===== config.mk =====
export PLATFORM = sky130hd
export DESIGN_NAME = alu_hier
export DESIGN_NICKNAME = d
export VERILOG_FILES = /design/src/rtl/alu_hier.sv
export SDC_FILE = /design/constraint.sdc
export NUM_CORES = 1
export LEC_CHECK = 0
export CAP_MARGIN = 5
export CORE_ASPECT_RATIO = 0.7
export CORE_MARGIN = 4
export CORE_UTILIZATION = 58
export DETAILED_ROUTE_END_ITERATION = 7
export GPL_ROUTABILITY_DRIVEN = 0
export GPL_TIMING_DRIVEN = 0
export PLACE_DENSITY = 0.84
export SYNTH_ARGS = -nofsm -noshare
export SYNTH_HDL_FRONTEND = slang
export SYNTH_SLANG_ARGS = --single-unit

===== constraint.sdc =====
create_clock -name clk -period 19 [get_ports clk]
set_input_delay 3.8 -clock clk [delete_from_list [all_inputs] [get_ports clk]]
set_output_delay 3.8 -clock clk [all_outputs]
set_load 0.02 [all_outputs]

===== src/rtl/alu_hier.sv =====
// alu_hier: 16-bit execute-stage ALU (optional operand inversion, barrel shifter, ripple adder, logic ops, flags).
// Zero-cycle combinational datapath; one synchronous reset flop blanks the outputs; no handshake, never stalls.

module alu_hier_fa (
  input  logic a,
  input  logic b,
  input  logic ci,
  output logic s,
  output logic co
);
  assign s  = a ^ b ^ ci;
  assign co = (a & b) | (ci & (a ^ b));
endmodule

module alu_hier_adder #(
  parameter int W = 16
) (
  input  logic [W-1:0] a,
  input  logic [W-1:0] b,
  input  logic         ci,
  output logic [W-1:0] sum,
  output logic         c_msb,
  output logic         c_out
);
  logic [W:0] c;

  assign c[0] = ci;

  for (genvar i = 0; i < W; i++) begin : g_fa
    alu_hier_fa u_fa (
      .a  (a[i]),
      .b  (b[i]),
      .ci (c[i]),
      .s  (sum[i]),
      .co (c[i+1])
    );
  end

  // c_msb is the carry into the sign bit, needed for the signed overflow rule
  assign c_msb = c[W-1];
  assign c_out = c[W];
endmodule

module alu_hier_shifter #(
  parameter int W  = 16,
  parameter int SW = 4
) (
  input  logic [W-1:0]  a,
  input  logic [SW-1:0] amt,
  input  logic [1:0]    mode,
  output logic [W-1:0]  y
);
  // mode: 00 rotate left, 01 shift left, 10 rotate right, 11 shift right logical
  logic [SW:0][W-1:0] stg;

  assign stg[0] = a;

  for (genvar k = 0; k < SW; k++) begin : g_stage
    localparam int SH = 1 << k;
    logic [W-1:0] rot_l;
    logic [W-1:0] rot_r;
    logic [W-1:0] sh_l;
    logic [W-1:0] sh_r;
    logic [W-1:0] nxt;

    assign rot_l = {stg[k][W-SH-1:0], stg[k][W-1:W-SH]};
    assign rot_r = {stg[k][SH-1:0], stg[k][W-1:SH]};
    assign sh_l  = {stg[k][W-SH-1:0], {SH{1'b0}}};
    assign sh_r  = {{SH{1'b0}}, stg[k][W-1:SH]};

    assign nxt = mode[1] ? (mode[0] ? sh_r : rot_r)
                         : (mode[0] ? sh_l : rot_l);

    assign stg[k+1] = amt[k] ? nxt : stg[k];
  end

  assign y = stg[SW];
endmodule

module alu_hier #(
  parameter int OPERAND_WIDTH  = 16,
  parameter int NUM_OPERATIONS = 3
) (
  input  logic                      clk,
  input  logic                      rst_n,
  input  logic [OPERAND_WIDTH-1:0]  InA,
  input  logic [OPERAND_WIDTH-1:0]  InB,
  input  logic                      Cin,
  input  logic [NUM_OPERATIONS-1:0] Oper,
  input  logic                      invA,
  input  logic                      invB,
  input  logic                      sign,
  output logic [OPERAND_WIDTH-1:0]  Out,
  output logic                      Ofl,
  output logic                      Zero
);
  localparam int W  = OPERAND_WIDTH;
  localparam int SW = $clog2(OPERAND_WIDTH);

  localparam logic [NUM_OPERATIONS-1:0] OP_ADD = 3'b100;
  localparam logic [NUM_OPERATIONS-1:0] OP_OR  = 3'b101;
  localparam logic [NUM_OPERATIONS-1:0] OP_XOR = 3'b110;
  localparam logic [NUM_OPERATIONS-1:0] OP_AND = 3'b111;

  logic [W-1:0] a_op;
  logic [W-1:0] b_op;
  logic [W-1:0] shift_res;
  logic [W-1:0] sum;
  logic         c15;
  logic         c16;
  logic [W-1:0] res;
  logic         ofl_raw;
  logic         rst_d;
  logic         rst_q;

  assign a_op = invA ? ~InA : InA;
  assign b_op = invB ? ~InB : InB;

  alu_hier_shifter #(
    .W  (W),
    .SW (SW)
  ) u_shifter (
    .a    (a_op),
    .amt  (b_op[SW-1:0]),
    .mode (Oper[1:0]),
    .y    (shift_res)
  );

  alu_hier_adder #(
    .W (W)
  ) u_adder (
    .a     (a_op),
    .b     (b_op),
    .ci    (Cin),
    .sum   (sum),
    .c_msb (c15),
    .c_out (c16)
  );

  always_comb begin
    res     = shift_res;
    ofl_raw = 1'b0;
    case (Oper)
      OP_ADD: begin
        res     = sum;
        ofl_raw = sign ? (c15 ^ c16) : c16;
      end
      OP_OR:   res = a_op | b_op;
      OP_XOR:  res = a_op ^ b_op;
      OP_AND:  res = a_op & b_op;
      default: res = shift_res;
    endcase
  end

  always_comb rst_d = ~rst_n;

  always_ff @(posedge clk) begin
    rst_q <= rst_d;
  end

  // Zero is forced low during reset, not derived from the blanked Out
  assign Out  = rst_q ? '0   : res;
  assign Ofl  = rst_q ? 1'b0 : ofl_raw;
  assign Zero = rst_q ? 1'b0 : (res == '0);
endmodule


==> summary.txt, run 1 <==
Status
  • Status: finished with violations
  • Failing checks: DRC

Yosys
  • Seq/Total Area, Yosys: 0.00459
  • Avg Cell Area, Syn: 7.86 sq um
  • Cells after Synth: 555
  • Area contributors post-synth: mux2i_1, mux4_2, ha_1
  • Library cells used by synthesis: 73
  • Synth warnings: 0
  • Yosys top cell by area: mux2i_1
  • Post-synth EDFFs: 0
  • Syn Nets: 644
  • Top-area cell type share of the netlist area: 0.103
  • Leading register cell type out of synthesis: dfxtp_1
  • Synthesized cell area: 4360 sq um
  • Number of synthesized register bits: 1
  • Post-synth ARST share: 0

Timing
  • FMAX: 56.0 MHz
  • Tmin final: 17840 ps
  • Fin. Hold Viols: 0
  • Worst Tran Pin Value: 1030 ps
  • Setup-failing EPs final: 0
  • Fin crit share: 0.939
  • Setup TNS: 0 ps
  • Final worst slack: 1160 ps
  • Slew HR: 0.306
  • Max Slew Vio Count: 0
  • Final hold slack: 4290 ps
  • RSZ-0062 raised after global routing: no

Clock network
  • Cts repair resizes: 0
  • Clk slew on worst S/H paths: 0 ps
  • Hold-fix buffers, CTS: 0
  • Setup bufs post-CTS: 0

Finish
  • Area Growth Syn to Fin: 13.8%
  • Final instance area: 4970 sq um
  • Regs by FF count: rst_q: 1 flops
  • Most common cell after layout, fill and taps aside: inv_1
  • Ratio of cells with drive above 1 in the final layout: 0.106
  • Max FFs per register: 1
  • Commonest cells after routing, fill and taps aside: inv_1, clkdlybuf4s50_1, mux2i_1, nor2_1, xor2_1
  • Non-filler cells, final: 701
  • # fillers: 625
  • Final nets: 694
  • Most flops, register: rst_q
  • Diode count: 0

Placement
  • Port Buffer Count: 48
  • Dpl cell area: 4970 sq um
  • Pre-CTS setup slack: 1290 ps
  • Inst Count DP: 701
  • DP HPWL: 12600 microns

Power and ir drop
  • Leakage power total: 2.15 nW
  • Maximum vdd drop: 0.0211 mV
  • Pwr Density: 43.7 nW/um^2

Setup path
  • Worst Path Class, Setup: input pin to output port
  • Crit path top cell by count: fa_1
  • Worst path slowest cell: clkdlybuf4s50_1
  • Crit-path max cell delay: 600 ps
  • Worst setup SP type: input pin
  • Data arrival, critical path: 14040 ps
  • Worst-path fanout max: 10
  • Worst EP required: 15200 ps
  • Element type at the critical path end: output port

Hold path
  • Hold Path Class: input pin to register

Drt
  • Top Layer Used: met4
  • Initial DRC Count: 920
  • Via density: 6.88
  • Post-DRT Antenna Nets: 0
  • Via count: 4823
  • DRC Markers: 1
  • Met1 WL: 6080 microns
  • Met2 Wirelength: 6300 microns
  • Drt total wl: 15600 microns
  • Router iterations before antenna repair: 8
  • DR WL met3: 2570 microns
  • Avg WL per Cell: 22.3 microns

Floorplan
  • Boundary pin count: 59
  • Die height: 80.6 microns
  • Chip Width: 112 microns
  • CORE AREA: 7320 sq um
  • Row Count: 26
  • Starting Density: 0.596
  • Die ar.: 9000 sq um

Global route
  • Initial antenna violation count: 0
  • Vias in the first global route: 4505
  • GR Overflow Total: 0
  • GRT Util Overall: 0.333
  • Largest net degree at the start of global routing: 12
  • First-pass GRT wire length: 23800 microns

Job
  • Maxcap violations: 0
[kinds of logic after synthesis]
| logic type | synth area share |
|---|---|
| AOI/OAI and AO/OA | 0.201 |
| xor gates and xnor gates | 0.126 |
| adders and majority gates | 0.165 |
| buffers and inverters | 0.114 |
| DFF | 0.00459 |
| muxes | 0.233 |
| and+or+nand+nor | 0.156 |
[area by class of cell]
class,instances,area [sq um],area share
well taps,98,123,0.0247
repair buffers,48,480,0.0967
flip-flops and latches,1,20.0,0.00403
inverters,69,264,0.0531
multi-input cells,441,3850,0.774
plain buffers,44,234,0.0471
[layer usage]
| layer | track usage | up-vias |
|---|---|---|
| li1 | - | 2085 |
| met2 | 0.516 | 433 |
| met5 | 0 | - |
| met4 | 0.0680 | 0 |
| met3 | 0.116 | 112 |
| met1 | 0.450 | 2193 |
[cell usage after synthesis, types with 5 or more instances]
library cell	count
clkbuf_1	15
mux2i_1	45
nor4b_1	5
a22oi_1	9
o31ai_1	5
buf_1	8
nor2_1	40
o22ai_1	10
a221oi_1	7
nand2_1	35
a211oi_1	5
nor2b_1	6
ha_1	32
xor2_1	38
mux4_2	20
nand4_1	5
inv_1	64
a21oi_1	20
nand3_1	15
o211ai_1	8
o21ai_0	21
fa_1	16
mux2_2	7
buf_2	14
xnor2_1	20
nand2b_1	6
a31oi_1	5
[worst max-delay path, delay by kind of cell]
kind	cells	cell delay (ps)
AND/OR/NAND/NOR	2	480
buffers and inverters	8	1770
XOR/XNOR	1	360
AO/OA/AOI/OAI	1	260
adder cells (fa/ha/maj)	16	6860
multiplexers	1	520
[worst paths after layout]
| check | start | to | slack, ps | cells past startpoint |
|---|---|---|---|---|
| setup / recovery | invA | Zero | 1160 | 29 |
| hold / removal | rst_n | rst_q | 4290 | 2 |
[power by group]
part	switching (mW)	internal, mW	leakage (nW)
Clock	0	0	0
Combinational	0.127	0.0878	2.15
Sequential	0.0000321	0.00226	0.00844
[stage by stage]
step | util | total power, mW
after global placement | 0.679 | 0.200
final | 0.679 | 0.217
after detailed placement | 0.679 | 0.208
after global routing | 0.679 | 0.230
after CTS | 0.679 | 0.208
after floorplan | - | 0.146
No activity file was read; power rests on OpenSTA's default activity.
==> run 2: changes to the inputs <==
- clock period: 19 -> 17.5 ns (I/O delays scaled with it)
==> run 2 against run 1 <==
Net effect:
- the flow now finishes without violations
- sequential share of layout area is essentially flat
- global-route usage is the same
- combinational power grew 9.8%
- largest power group unchanged
- die area is the same
==> summary.txt, run 2 (synthesized netlist as in run 1, its figures left out) <==
Drt
  • Via count: 4900
  • Router iterations before antenna repair: 8
  • Drt total wl: 15700 microns
  • Via density: 6.94
  • Post-DRT Antenna Nets: 0
  • Avg WL per Cell: 22.3 microns
  • Initial DRC Count: 1018
  • DRC Markers: 0

Power and ir drop
  • Int Pwr: 0.100 mW
  • Clk network pwr share: 0
  • Total power: 0.239 mW
  • Net Sw Frac: 0.581
  • Leakage power total: 2.19 nW
  • Sequential Power Share: 0.010
  • Sw power: 0.139 mW
  • Combinational Power Share: 0.990
  • Maximum vdd drop: 0.0229 mV
  • Pwr Density: 47.5 nW/um^2

Setup path
  • Worst-path fanout max: 10
  • Crit-path max cell delay: 600 ps
  • Data arrival, critical path: 13640 ps
  • Element type at the critical path end: output port
  • Crit path top cell by count: fa_1
  • Worst Path Class, Setup: input pin to output port
  • Worst EP required: 14000 ps
  • Worst path slowest cell: clkdlybuf4s50_1
  • Worst setup SP type: input pin

Floorplan
  • Row Count: 26
  • Die ar.: 9000 sq um
  • Die height: 80.6 microns
  • Boundary pin count: 59
  • Chip Width: 112 microns
  • CORE AREA: 7320 sq um
  • Starting Density: 0.596

Timing
  • Final worst slack: 360 ps
  • RSZ-0062 raised after global routing: no
  • FMAX: 58.3 MHz
  • Fin crit share: 0.979
  • Setup-failing EPs final: 0
  • Setup TNS: 0 ps
  • Tmin final: 17140 ps
  • Slew HR: 0.301
  • Max Slew Vio Count: 0
  • Worst Tran Pin Value: 1050 ps
  • Fin. Hold Viols: 0

Clock network
  • Hold-fix buffers, CTS: 0
  • Clk slew on worst S/H paths: 0 ps

Finish
  • Multi-input logic area: 3850 sq um
  • Area Growth Syn to Fin: 15.1%
  • Diode count: 0
  • Non-filler cells, final: 706
  • Commonest cells after routing, fill and taps aside: inv_1, clkdlybuf4s50_1, mux2i_1, nor2_1, xor2_1
  • Regs by FF count: rst_q: 1 flops
  • Max FFs per register: 1
  • Register area: 20.0 sq um
  • Ratio of cells with drive above 1 in the final layout: 0.115
  • Most common cell after layout, fill and taps aside: inv_1
  • Most flops, register: rst_q
  • # fillers: 619
  • Final nets: 699

Global route
  • GRT Util Overall: 0.333
  • GR Overflow Total: 0
  • First-pass GRT wire length: 23800 microns
  • Largest net degree at the start of global routing: 12
  • Vias in the first global route: 4505
  • Initial antenna violation count: 0

Status
  • Status: finished clean

Placement
  • Inst Count DP: 701
  • DP HPWL: 12600 microns
  • Pre-CTS setup slack: 393 ps
  • Port Buffer Count: 48

Job
  • Maxcap violations: 0

Hold path
  • Hold depth: 2
  • Hold Path Class: input pin to register
[run 2: per-layer routing]
metal / wire length, microns / vias to the layer above / global-route usage
met5: 0 / - / 0
met2: 6320 / 460 / 0.516
met3: 2700 / 134 / 0.116
met4: 733 / 0 / 0.0680
li1: - / 2089 / -
met1: 5970 / 2217 / 0.450
[run 2: worst max-delay path: cells and delay by family]
kind | cells | cell delay (ps)
fa+ha+maj | 16 | 6790
buf+inv | 8 | 1780
mux | 1 | 520
simple gates | 2 | 520
xor+xnor | 1 | 260
compound gates | 1 | 260
[run 2: through the flow]
| stage | utilization | hold WS [ps] | cell area [sq um] |
|---|---|---|---|
| 2_1_floorplan | - | 3560 | 4360 |
| 3_3_place_gp | 0.679 | 3970 | 4970 |
| 3_5_place_dp | 0.679 | 4000 | 4970 |
| 4_1_cts | 0.679 | 3990 | 4970 |
| 5_1_grt | 0.686 | 3990 | 5020 |
| 6_report | 0.686 | 3990 | 5020 |
[run 2: worst paths after layout]
| path | start | end | slack (ps) |
|---|---|---|---|
| worst min-delay path | rst_n | rst_q | 3990 |
| worst max-delay path | invA | Zero | 360 |
[run 2: power groups by stage]
| stage | registers (mW) | logic (mW) | clock network (mW) |
|---|---|---|---|
| after floorplan | 0.00247 | 0.156 | 0 |
| after global placement | 0.00248 | 0.215 | 0 |
| after detailed placement | 0.00247 | 0.223 | 0 |
| after CTS | 0.00248 | 0.224 | 0 |
| after global routing | 0.00249 | 0.250 | 0 |
| final | 0.00249 | 0.236 | 0 |
[run 2: layout make-up]
type	instances	area share
Multi-Input combinational cell	441	0.767
Timing Repair Buffer	53	0.106
Inverter	69	0.0525
Buffer	44	0.0466
Tap cell	98	0.0244
Sequential cell	1	0.00398
[run 2: timing repair]
item | 4_1_cts | 5_1_grt
buffers inserted | 0 | 5
setup endpoints to repair | 0 | 1
gates resized for setup | 0 | 1
==> run 3: changes to the inputs <==
- CTS_CLUSTER_DIAMETER: not set -> 50
==> results of run 3 <==
No change in the layout: final DEF, timing and power equal those of run 2.
